[config.mk]
export PLATFORM = sky130hd
export DESIGN_NAME = ex_stage
export DESIGN_NICKNAME = d
export VERILOG_FILES = /design/src/rtl/ex_stage.sv
export SDC_FILE = /design/constraint.sdc
export NUM_CORES = 1
export LEC_CHECK = 0
export ABC_AREA = 1
export BUFFER_PORTS_ARGS = -buffer_cell sky130_fd_sc_hd__buf_2
export CORE_MARGIN = 2
export CORE_UTILIZATION = 35
export DETAILED_ROUTE_END_ITERATION = 7
export PLACE_DENSITY = 0.51
export SYNTH_ARGS = -nofsm -noshare
export SYNTH_HDL_FRONTEND = slang
export SYNTH_SLANG_ARGS = --single-unit
[constraint.sdc]
create_clock -name CLOCK -period 4.52 [get_ports CLOCK]
set_clock_uncertainty 0.15 [all_clocks]
set_input_delay 0.678 -clock CLOCK [delete_from_list [all_inputs] [get_ports CLOCK]]
set_output_delay 0.678 -clock CLOCK [all_outputs]
set_load 0.1 [all_outputs]
[src/rtl/ex_stage.sv]
// rtl/ex_stage.sv - Execute stage: single-cycle ALU, 32-step shift-add multiplier, branch resolve.
module ex_stage (
    input  logic        CLOCK,
    input  logic        RESET,
    input  logic        Valid_In,
    input  logic        Flush_In,
    input  logic        RegWriteEN_In,
    input  logic        Mem2RegSEL_In,
    input  logic        MemWriteEN_In,
    input  logic        Branch_In,
    input  logic        ALUSrc_In,
    input  logic        RegDstSEL_In,
    input  logic [3:0]  ALUCtrl_In,
    input  logic [31:0] RegData1_In,
    input  logic [31:0] RegData2_In,
    input  logic [31:0] Imm_In,
    input  logic [31:0] PC_In,
    input  logic [4:0]  RTAddr_In,
    input  logic [4:0]  RDAddr_In,
    output logic        Stall_Out,
    output logic        Valid_Out,
    output logic        RegWriteEN_Out,
    output logic        Mem2RegSEL_Out,
    output logic        MemWriteEN_Out,
    output logic [31:0] ALUResult_Out,
    output logic [31:0] StoreData_Out,
    output logic [4:0]  WriteAddr_Out,
    output logic        BranchTaken_Out,
    output logic [31:0] BranchTarget_Out
);
    typedef enum logic {IDLE, MUL_BUSY} state_t;

    state_t      state, state_next;
    logic [4:0]  cnt;
    logic [31:0] op_a, op_b, alu_result, branch_target, mul_step;
    logic [4:0]  write_addr;
    logic        is_mul, branch_taken;

    logic [31:0] mul_a, mul_b, mul_prod, mul_store, mul_target;
    logic [4:0]  mul_waddr;
    logic        mul_regwrite, mul_mem2reg, mul_memwrite, mul_taken;

    assign op_a          = RegData1_In;
    assign op_b          = ALUSrc_In ? Imm_In : RegData2_In;
    assign is_mul        = (ALUCtrl_In == 4'd10);
    assign write_addr    = RegDstSEL_In ? RDAddr_In : RTAddr_In;
    assign branch_taken  = Branch_In && (RegData1_In == RegData2_In);
    assign branch_target = PC_In + 32'd4 + (Imm_In << 2);
    // Bit cnt of the multiplier selects whether the shifted multiplicand is added this step.
    assign mul_step      = mul_prod + (mul_b[cnt] ? (mul_a << cnt) : 32'd0);

    always_comb begin
        alu_result = 32'd0;
        case (ALUCtrl_In)
            4'd0: alu_result = op_a + op_b;
            4'd1: alu_result = op_a - op_b;
            4'd2: alu_result = op_a & op_b;
            4'd3: alu_result = op_a | op_b;
            4'd4: alu_result = op_a ^ op_b;
            4'd5: alu_result = ~(op_a | op_b);
            4'd6: alu_result = {31'd0, $signed(op_a) < $signed(op_b)};
            4'd7: alu_result = op_a << op_b[4:0];
            4'd8: alu_result = op_a >> op_b[4:0];
            4'd9: alu_result = $unsigned($signed(op_a) >>> op_b[4:0]);
            default: alu_result = 32'd0;
        endcase
    end

    always_ff @(posedge CLOCK) begin
        if (RESET) state <= IDLE;
        else       state <= state_next;
    end

    always_comb begin
        state_next = state;
        Stall_Out  = 1'b0;
        if (Flush_In) begin
            state_next = IDLE;
        end else begin
            case (state)
                IDLE: begin
                    Stall_Out = Valid_In && is_mul;
                    if (Valid_In && is_mul) state_next = MUL_BUSY;
                end
                MUL_BUSY: begin
                    Stall_Out = (cnt != 5'd31);
                    if (cnt == 5'd31) state_next = IDLE;
                end
                default: state_next = IDLE;
            endcase
        end
        // Upstream must not see a stall while the stage is being reset.
        if (RESET) Stall_Out = 1'b0;
    end

    always_ff @(posedge CLOCK) begin
        if (RESET) begin
            Valid_Out        <= 1'b0;
            RegWriteEN_Out   <= 1'b0;
            Mem2RegSEL_Out   <= 1'b0;
            MemWriteEN_Out   <= 1'b0;
            ALUResult_Out    <= 32'd0;
            StoreData_Out    <= 32'd0;
            WriteAddr_Out    <= 5'd0;
            BranchTaken_Out  <= 1'b0;
            BranchTarget_Out <= 32'd0;
            cnt              <= 5'd0;
            mul_a            <= 32'd0;
            mul_b            <= 32'd0;
            mul_prod         <= 32'd0;
            mul_store        <= 32'd0;
            mul_target       <= 32'd0;
            mul_waddr        <= 5'd0;
            mul_regwrite     <= 1'b0;
            mul_mem2reg      <= 1'b0;
            mul_memwrite     <= 1'b0;
            mul_taken        <= 1'b0;
        end else begin
            Valid_Out       <= 1'b0;
            RegWriteEN_Out  <= 1'b0;
            MemWriteEN_Out  <= 1'b0;
            BranchTaken_Out <= 1'b0;
            if (Flush_In) begin
                cnt <= 5'd0;
            end else if (state == IDLE) begin
                if (Valid_In && is_mul) begin
                    mul_a        <= op_a;
                    mul_b        <= op_b;
                    mul_prod     <= 32'd0;
                    mul_store    <= RegData2_In;
                    mul_target   <= branch_target;
                    mul_waddr    <= write_addr;
                    mul_regwrite <= RegWriteEN_In;
                    mul_mem2reg  <= Mem2RegSEL_In;
                    mul_memwrite <= MemWriteEN_In;
                    mul_taken    <= branch_taken;
                    cnt          <= 5'd0;
                end else if (Valid_In) begin
                    Valid_Out        <= 1'b1;
                    RegWriteEN_Out   <= RegWriteEN_In;
                    Mem2RegSEL_Out   <= Mem2RegSEL_In;
                    MemWriteEN_Out   <= MemWriteEN_In;
                    ALUResult_Out    <= alu_result;
                    StoreData_Out    <= RegData2_In;
                    WriteAddr_Out    <= write_addr;
                    BranchTaken_Out  <= branch_taken;
                    BranchTarget_Out <= branch_target;
                end
            end else begin
                mul_prod <= mul_step;
                if (cnt == 5'd31) begin
                    Valid_Out        <= 1'b1;
                    RegWriteEN_Out   <= mul_regwrite;
                    Mem2RegSEL_Out   <= mul_mem2reg;
                    MemWriteEN_Out   <= mul_memwrite;
                    ALUResult_Out    <= mul_step;
                    StoreData_Out    <= mul_store;
                    WriteAddr_Out    <= mul_waddr;
                    BranchTaken_Out  <= mul_taken;
                    BranchTarget_Out <= mul_target;
                    cnt              <= 5'd0;
                end else begin
                    cnt <= cnt + 5'd1;
                end
            end
        end
    end
endmodule

-- Word level (Yosys, flattened, before mapping)
Index checks and enable logic that the tools add are counted.
W data, S select, Z words.
- $add $sub $neg: 6
- multipliers: 0
- divide/modulo/power cells: 0
- magnitude comparators: 2
- eq/ne operators: 15
- shift operators: 4
- mux-type cells: 53
- bitwise gates (word level): 6
- reduce and logical (&&, ||, !) cells: 9
- operators with widths (cell ; number):
    $mux W32 ; 16
    $pmux W32 S10 ; 1
    $add A32 B32 Y32 ; 3
    $shl A32 B5 Y32 ; 2
    $mux W5 ; 8
    $add A32 B3 Y32 const B ; 1
    $and A32 B32 Y32 ; 1
    $eq A32 B32 Y1 ; 1
    $lt A32 B32 Y1 ; 1
    $not A32 Y32 ; 1
    $or A32 B32 Y32 ; 1
    $shr A32 B5 Y32 ; 1
    $sshr A32 B5 Y32 ; 1
    $sub A32 B32 Y32 ; 1
    $xor A32 B32 Y32 ; 1
    $mux W1 ; 25
    $eq A4 B3 Y1 const B ; 4
    $eq A4 B4 Y1 const B ; 3
    $eq A4 B2 Y1 const B ; 2
    $lt A5 B6 Y1 const B ; 1
    $add A5 B1 Y5 const B ; 1
    $bmux W1 S5 ; 1
    $eq A5 B5 Y1 const B ; 1
    $ne A5 B5 Y1 const B ; 1
    other kinds (12) ; 16
- register bits: 281
- latch bits: 0
- bits in writable memories: 0
- memory bits (read-only): 0
- output and inout port bits: 107
- logic and storage cells: 116
- memories: 0

-- Longest topological paths before layout
Gate-level depths: netlist (run 1).
- depth in word-level cells: 7
- mapped depth: 29
- gate-level depth less buffers: 27

-- Least setup slack after synthesis (run 1)
OpenSTA, ideal clock, no wires.
- path type: register to output
- from: reg cnt[3]
- to: out Stall_Out
- data arrival time: 3.606 ns
- required time: 3.692 ns
- slack: 0.086 ns
- cell stages (with the launch flop): 10
- path buffers: 3
- cells stage by stage: dfxtp_1 clkbuf_1 inv_1 clkbuf_1 buf_1 nor2_1 ha_1 nand2_1 inv_1 nor3_1
- word-level cells in the longest chain between the ends: 4
- ends and longest elaborated chain (item ; RTL line ; text):
    start: declaration ; 34 ; logic [4:0] cnt;
    start signal: assignment ; 163 ; cnt <= cnt + 5'd1;
    $ne A5 B5 Y1 ; 86 ; Stall_Out = (cnt != 5'd31);
    $pmux W1 S2 ; 80 ; case (state)
    $mux W1 ; 77 ; if (Flush_In) begin
    $mux W1 ; 93 ; if (RESET) Stall_Out = 1'b0;
    end: declaration ; 20 ; output logic Stall_Out,
No other way between the ends.

-- Worst setup path after layout (run 1)
- from: reg cnt[0]
- to: reg ALUResult_Out[19]
- word-level cells in the longest chain between the ends: 6
- elaborated cells between the ends (all ways): 10
- those cells by class: add/sub: 1; eq/ne: 2; shift: 1; mux: 5; reduce/logical: 1
- ends and longest elaborated chain (item ; RTL line ; text):
    $bmux W1 S5 ; 50 ; assign mul_step = mul_prod + (mul_b[cnt] ? (mul_a << cnt) : 32'd0);
    $mux W1 (implied by the code) ; 50 ;
    $mux W32 ; 50 ;
    $add A32 B32 Y32 ; 50 ;
    $mux W32 ; 151 ; if (cnt == 5'd31) begin
    $mux W32 ; 125 ; end else if (state == IDLE) begin
    end signal: assignment ; 143 ; ALUResult_Out <= alu_result;
    end signal: assignment ; 156 ; ALUResult_Out <= mul_step;
    end: declaration ; 25 ; output logic [31:0] ALUResult_Out,
Several ways; a longest one is shown, not always the timed one. The select of a mux whose other input is x is not followed.
A chain may end at the register's enable or synchronous reset.

==> flow_summary.yaml, run 1 <==
worst_hold_path:
  hold_depth: 3
  hold_class: "in -> reg"
floorplanning:
  die-area_sq_um: 80120
  start_util_pct: 35.24
  die_width_um: 283.1
  num_rows: 102
  fp.dieH_um: 283.1
  io_pins: 259
  core_area_sq_um: 77340
global_route:
  grt_max_degree: 197
  grt_pass1_vias: 30920
  grt.total_usage_pct: 33.28
  grt.busiest_layer: "met2"
  use_met3_pct: 6.047
  use_met2_pct: 53.00
  antenna_found_initial: 13
  met1_usage_pct: 43.71
  grt_overflow: 0
  grt_first_pass_wirelength_um: 202800
synth:
  ys_warn_count: 0
  ys_seq_area_share_pct: 20.64
  synth_top_area_share_pct: 20.64
  synth.area.top_cells: "dfxtp_1, nand2_1, nand3_1"
  syn_nets: 5014
  synth_top_cell_by_area: "dfxtp_1"
  ys.flop_type: "dfxtp_1"
  netlist_instances: 4668
  ys_seq_elements: 281
  avgSynthCellArea_sq_um: 5.839
  synth-edff-count: 0
  synth_cell_types: 56
  async_reset_ff_share_pct: 0
  synth_area_sq_um: 27260
worst_setup_path:
  cp.required_ns: 4.86
  rr_worst_depth: 20
  cp_top_family: "simple AND/OR/NAND/NOR gates"
  end_kind: "flip-flop"
  cp.arrival_ns: 4.41
  cp-start-kind: "flip-flop"
  path_max_fanout: 37
  slowest_stage: "ha_1"
  crit_chain: "buf_6, nor2_1, o21ai_0, mux2i_1, mux2i_1, nor2_1, ha_1, nand2_1, nor2_1, nor2_1, a21boi_0, nand2_1, buf_4, nand2_1, nand2_1, nand2_1, nand3_1, nand2_1, inv_1, a21oi_1"
  path_buf_inv: 3
  crit_top_cell: "nand2_1"
  path_class: "reg -> reg"
  rrSetupSlack_ns: 0.45
  path_depth: 20
  slowest_delay_ns: 0.38
drt:
  drtPass1Iterations: 7
  vias: 33120
  finalWirelength_um: 138300
  dr.first_iter.drc_count: 3634
  viasPerCell: 5.622
  drtAntennaViolNets: 0
  remaining_drc_errors: 0
  routedWlPerCell_um: 23.48
clock_tree:
  worstSkewPairLatency_ns: 0.57
  post_cts_buffers: 0
  cts.sinks: 281
  cts_max_level: 2
  path_clk_slew_ns: 0.06
  clock-root-buffer: "clkbuf_16"
  cts_hold_buf: 0
  cts_tree: "built"
  cts_max_path_buffers: 3
  cts_buffers: 36
cells_and_area:
  nFillCells: 8791
  drive_gt1_share_pct: 10.28
  fin_nets: 5169
  ff_latch_area_sq_um: 5630
  finalInstanceArea_sq_um: 30770
  syn_to_final_growth_pct: 12.88
  multi_input_area_sq_um: 18770
placed_design:
  place.gp.congestion: 1.046
  port_buffers: 258
  dpl_cell_area_sq_um: 29620
  hpwl_um: 110600
timing:
  drv_slew: 0
  timing.final.crit_share_pct: 90.11
  fin_setup_tns_ns: 0
  finalSetupViolations: 0
  hold_viol: 0
  finalCriticalPeriod_ns: 4.073
  relSlewSlack_pct: 31.20
  rsz0062_at_grt: "false"
  max_freq_mhz: 245.5
  worst_pin_slew_ns: 1.028
power_and_ir_drop:
  vdd_drop_max_v: 0.0002332
  power_mw: 8.730
  powerDensity_nw_per_um2: 283.8
  p_leak_nw: 15.10
run:
  maxCapViolCount: 0
run_status:
  status: "completed"
## power by group
group / leakage, nW / total (mW) / internal [mW] / switching, mW
combinational: 12.3 / 3.23 / 0.807 / 2.42
sequential: 2.29 / 2.63 / 2.57 / 0.0652
clock: 0.539 / 2.87 / 1.64 / 1.24
total: 15.1 / 8.73 / 5.01 / 3.72
## area by class of cell
cell class	instances	area share, %
diodes	6	0.04880
clock buffers	46	3.148
clock inverters	13	0.5043
inverters	463	5.673
multi-input cells	3678	61.00
flip-flops and latches	281	18.30
well taps	1040	4.230
repair buffers	363	7.097
## cells in the final DEF (no fill, tap or decap), drive strengths merged, types with 6 or more instances in the layout
master,netlist,routed
xnor2,13,13
nand2,1217,1217
a221oi,17,17
nand4,45,45
inv,459,461
clkbuf,116,46
nor3,40,40
ha,190,190
clkinv,4,9
or2,34,34
a21oi,384,384
nor4,7,7
nand3,603,603
o22ai,32,32
buf,130,363
dfxtp,281,281
a31oi,56,56
o21ai,477,477
xor2,23,23
nor2,414,414
o211ai,33,33
diode,0,6
nand3b,13,13
a21boi,10,10
o21bai,27,27
## flip-flops by register name (all words and copies together), names as in the netlist, 32 cells and up
name / count
mul_target: 32
ALUResult_Out: 32
mul_store: 32
mul_a: 32
mul_b: 32
StoreData_Out: 32
BranchTarget_Out: 32
mul_prod: 32
## cells in the mapped netlist (5+ instances only)
cell	n
clkbuf_1	115
a21oi_1	383
mux2_2	5
o21ai_1	25
nor4_1	7
a31oi_1	56
or2_2	32
a21boi_0	9
nand3b_1	13
xor2_1	23
o22ai_1	32
xnor2_1	13
nor2_2	5
a21o_1	5
nor2_1	408
o21bai_1	27
buf_2	86
inv_2	13
a221oi_1	17
ha_1	190
buf_1	19
nand3_1	602
dfxtp_1	281
buf_4	17
nand2_2	9
nand2_1	1206
inv_1	446
nand4_1	45
nor3_1	38
o211ai_1	33
o21ai_0	447
o2111ai_1	5
buf_6	8
## kinds of logic (layout without fill, tap and decap cells)
group / count (synthesis) / count (layout) / synth area share, %
compound gates: 1062 / 1062 / 21.20
xor+xnor: 36 / 36 / 1.157
fa+ha+maj: 194 / 194 / 9.016
buf+inv: 709 / 885 / 10.62
flops: 281 / 281 / 20.64
mux: 9 / 9 / 0.3535
other cells: 0 / 6 / 0
simple gates: 2377 / 2377 / 37.01
## path summary, 6_finish.rpt
kind                        to       from
min              mul_target[0]   PC_In[0]
max          ALUResult_Out[19]     cnt[0]
max reg2reg  ALUResult_Out[19]     cnt[0]
min reg2reg          mul_b[28]  mul_b[28]
## per-layer routing
| layer | wire length [um] | up-vias |
|---|---|---|
| met5 | 103 | - |
| met4 | 7028 | 18 |
| met3 | 11650 | 241 |
| met2 | 60880 | 1486 |
| met1 | 58650 | 15460 |
| li1 | - | 15920 |
## through the flow
stage	cells	utilization (%)	setup WS (ns)	hold WS, ns
2_1_floorplan	4668	-	0.08644	0.2744
3_3_place_gp	5825	38.30	0.1522	0.2996
3_5_place_dp	5825	38.30	0.1672	0.3001
4_1_cts	5884	39.75	0.4528	0.1850
5_1_grt	5885	39.76	0.06833	0.2080
6_report	5890	39.78	0.4470	0.2194
## repair_timing
| item | in CTS | in global routing |
|---|---|---|
| resized for setup | 0 | 2 |
| hold endpoints to repair | 0 | 0 |
| endpoints found under the setup margin | 0 | 4 |
## worst min-delay path, cell delays in order
cell,delay (ns)
buf_2,0.09
nor2_1,0.04
nor2_1,0.08
(Power assumes the default switching activity.)
==> inputs of run 2 (changes only) <==
CORE_ASPECT_RATIO = 0.5   (was unset)
PLACE_DENSITY = 0.55   (was 0.51)
==> flow_summary.yaml, run 2 (synthesis results as in run 1) <==
global_route:
  use_met3_pct: 8.989
  antenna_found_initial: 12
  grt.total_usage_pct: 35.79
  grt_overflow: 0
  met1_usage_pct: 53.09
  grt_pass1_vias: 30510
  grt_max_degree: 197
  grt_first_pass_wirelength_um: 212700
  use_met2_pct: 50.50
  grt.busiest_layer: "met1"
worst_setup_path:
  cp-start-kind: "input port"
  end_kind: "flip-flop"
  r2r-start: "cnt[0]"
  cp.arrival_ns: 4.60
  path_class: "in -> reg"
  path_max_fanout: 18
  rrSetupSlack_ns: 0.29
  critPathLaunch: "ALUSrc_In"
  cp.required_ns: 4.83
power_and_ir_drop:
  p_leak_nw: 15.32
  powerDensity_nw_per_um2: 275.9
  vdd_drop_max_v: 0.0002100
timing:
  rsz0062_at_grt: "false"
  finalSetupViolations: 0
  timing.final.crit_share_pct: 94.86
  relSlewSlack_pct: 30.98
  hold_viol: 0
  holdWs_ns: 0.2025
  finalCriticalPeriod_ns: 4.288
  drv_slew: 0
  worst_pin_slew_ns: 1.025
  max_freq_mhz: 233.2
clock_tree:
  path_clk_slew_ns: 0.06
  cts.sinks: 281
  clock-root-buffer: "clkbuf_16"
  cts_max_path_buffers: 3
  cts_tree: "built"
  cts_max_level: 1
  worstSkewPairLatency_ns: 0.59
  cts_buffers: 27
run_status:
  status: "completed"
drt:
  dr.first_iter.drc_count: 4363
  routedWlPerCell_um: 25.12
  vias: 34040
  drtPass1Iterations: 7
  drtAntennaViolNets: 0
  finalWirelength_um: 149100
  remaining_drc_errors: 0
  viasPerCell: 5.734
placed_design:
  dpl_cell_area_sq_um: 30110
  place.gp.congestion: 1.068
  hpwl_um: 120300
  port_buffers: 258
cells_and_area:
  fin_util_pct: 40.24
  fin_nets: 5222
  drive_gt1_share_pct: 11.25
  final_cell_mix: "nand2_1, nand3_1, o21ai_0, inv_1, nor2_1"
  syn_to_final_growth_pct: 13.97
  nFillCells: 8625
  finalInstanceArea_sq_um: 31060
  layout_commonest_cell: "nand2_1"
run:
  maxCapViolCount: 0
worst_hold_path:
  hold_class: "in -> reg"
  hp-start: "RegWriteEN_In"
floorplanning:
  io_pins: 259
  core_area_sq_um: 77200
  fp.dieH_um: 201.3
  start_util_pct: 35.30
  num_rows: 72
  die-area_sq_um: 80260
  die_width_um: 398.7
[run 2: changes by cell type in the layout (fill, tap and decap cells not counted), moves of 2 or more]
cell,change
buf_12,+2
buf_4,+60
clkbuf_16,-9
clkbuf_8,+4
clkinv_2,-4
clkinvlp_4,-3
inv_6,+3
[run 2: through the flow]
stage | worst slack (ns) | power [mW] | std cells | setup TNS, ns
after CTS | 0.2771 | 8.499 | 5932 | 0
after detailed placement | -0.3276 | 5.998 | 5883 | -0.3870
final | 0.2323 | 8.571 | 5937 | 0
after floorplan | 0.08644 | 4.764 | 4668 | 0
after global placement | -0.2991 | 6.008 | 5883 | -0.3801
after global routing | 0.05865 | 8.923 | 5935 | 0
[run 2: metal layers]
| layer | up-vias | part of all wire [%] |
|---|---|---|
| met2 | 1659 | 40 |
| met5 | - | 0.0054 |
| li1 | 15990 | - |
| met3 | 195 | 11 |
| met4 | 2 | 3.0 |
| met1 | 16200 | 46 |
[run 2: cell type report]
cell class                 instances  area, sq um  share of cell area (%)
tap                             1036         1296                   4.173
timing repair buffer             425         2674                   8.608
sequential                       281         5630                   18.13
inverter                         463         1745                   5.619
clock buffer                      41        798.3                   2.570
multi-input combinational       3678        18770                   60.44
antenna                            5        12.51                 0.04028
clock inverter                     8        132.6                  0.4270
[run 2: repair_timing]
action	in CTS	in global routing
hold buffers	0	0
setup endpoints to repair	0	1
endpoints found under the hold margin	0	0
setup buffers	0	0
resized for setup	0	4
[run 2: worst paths after layout]
| path | endpoint | cells after the start |
|---|---|---|
| worst max-delay path | ALUResult_Out[25] | 18 |
| worst min-delay path | mul_regwrite | 3 |
| worst max register to register | ALUResult_Out[29] | 22 |
| worst min register to register | mul_b[28] | 2 |
[run 2: report_power, final]
| group | switching, mW | internal, mW |
|---|---|---|
| Sequential | 0.0569 | 2.56 |
| Combinational | 2.59 | 0.856 |
| Clock | 1.11 | 1.40 |
[run 2: critical path, stage by stage]
cell,delay (ns)
buf_2,0.14
buf_4,0.21
o21ai_0,0.82
ha_1,0.50
nor2_1,0.39
nand2_1,0.22
nor2_1,0.19
nand2_1,0.07
nand3_1,0.16
nand3_1,0.11
nand3_1,0.08
nand2_1,0.05
nand3_1,0.08
nand2_1,0.19
inv_1,0.37
nand2_1,0.15
nand2_1,0.10
a21oi_1,0.07
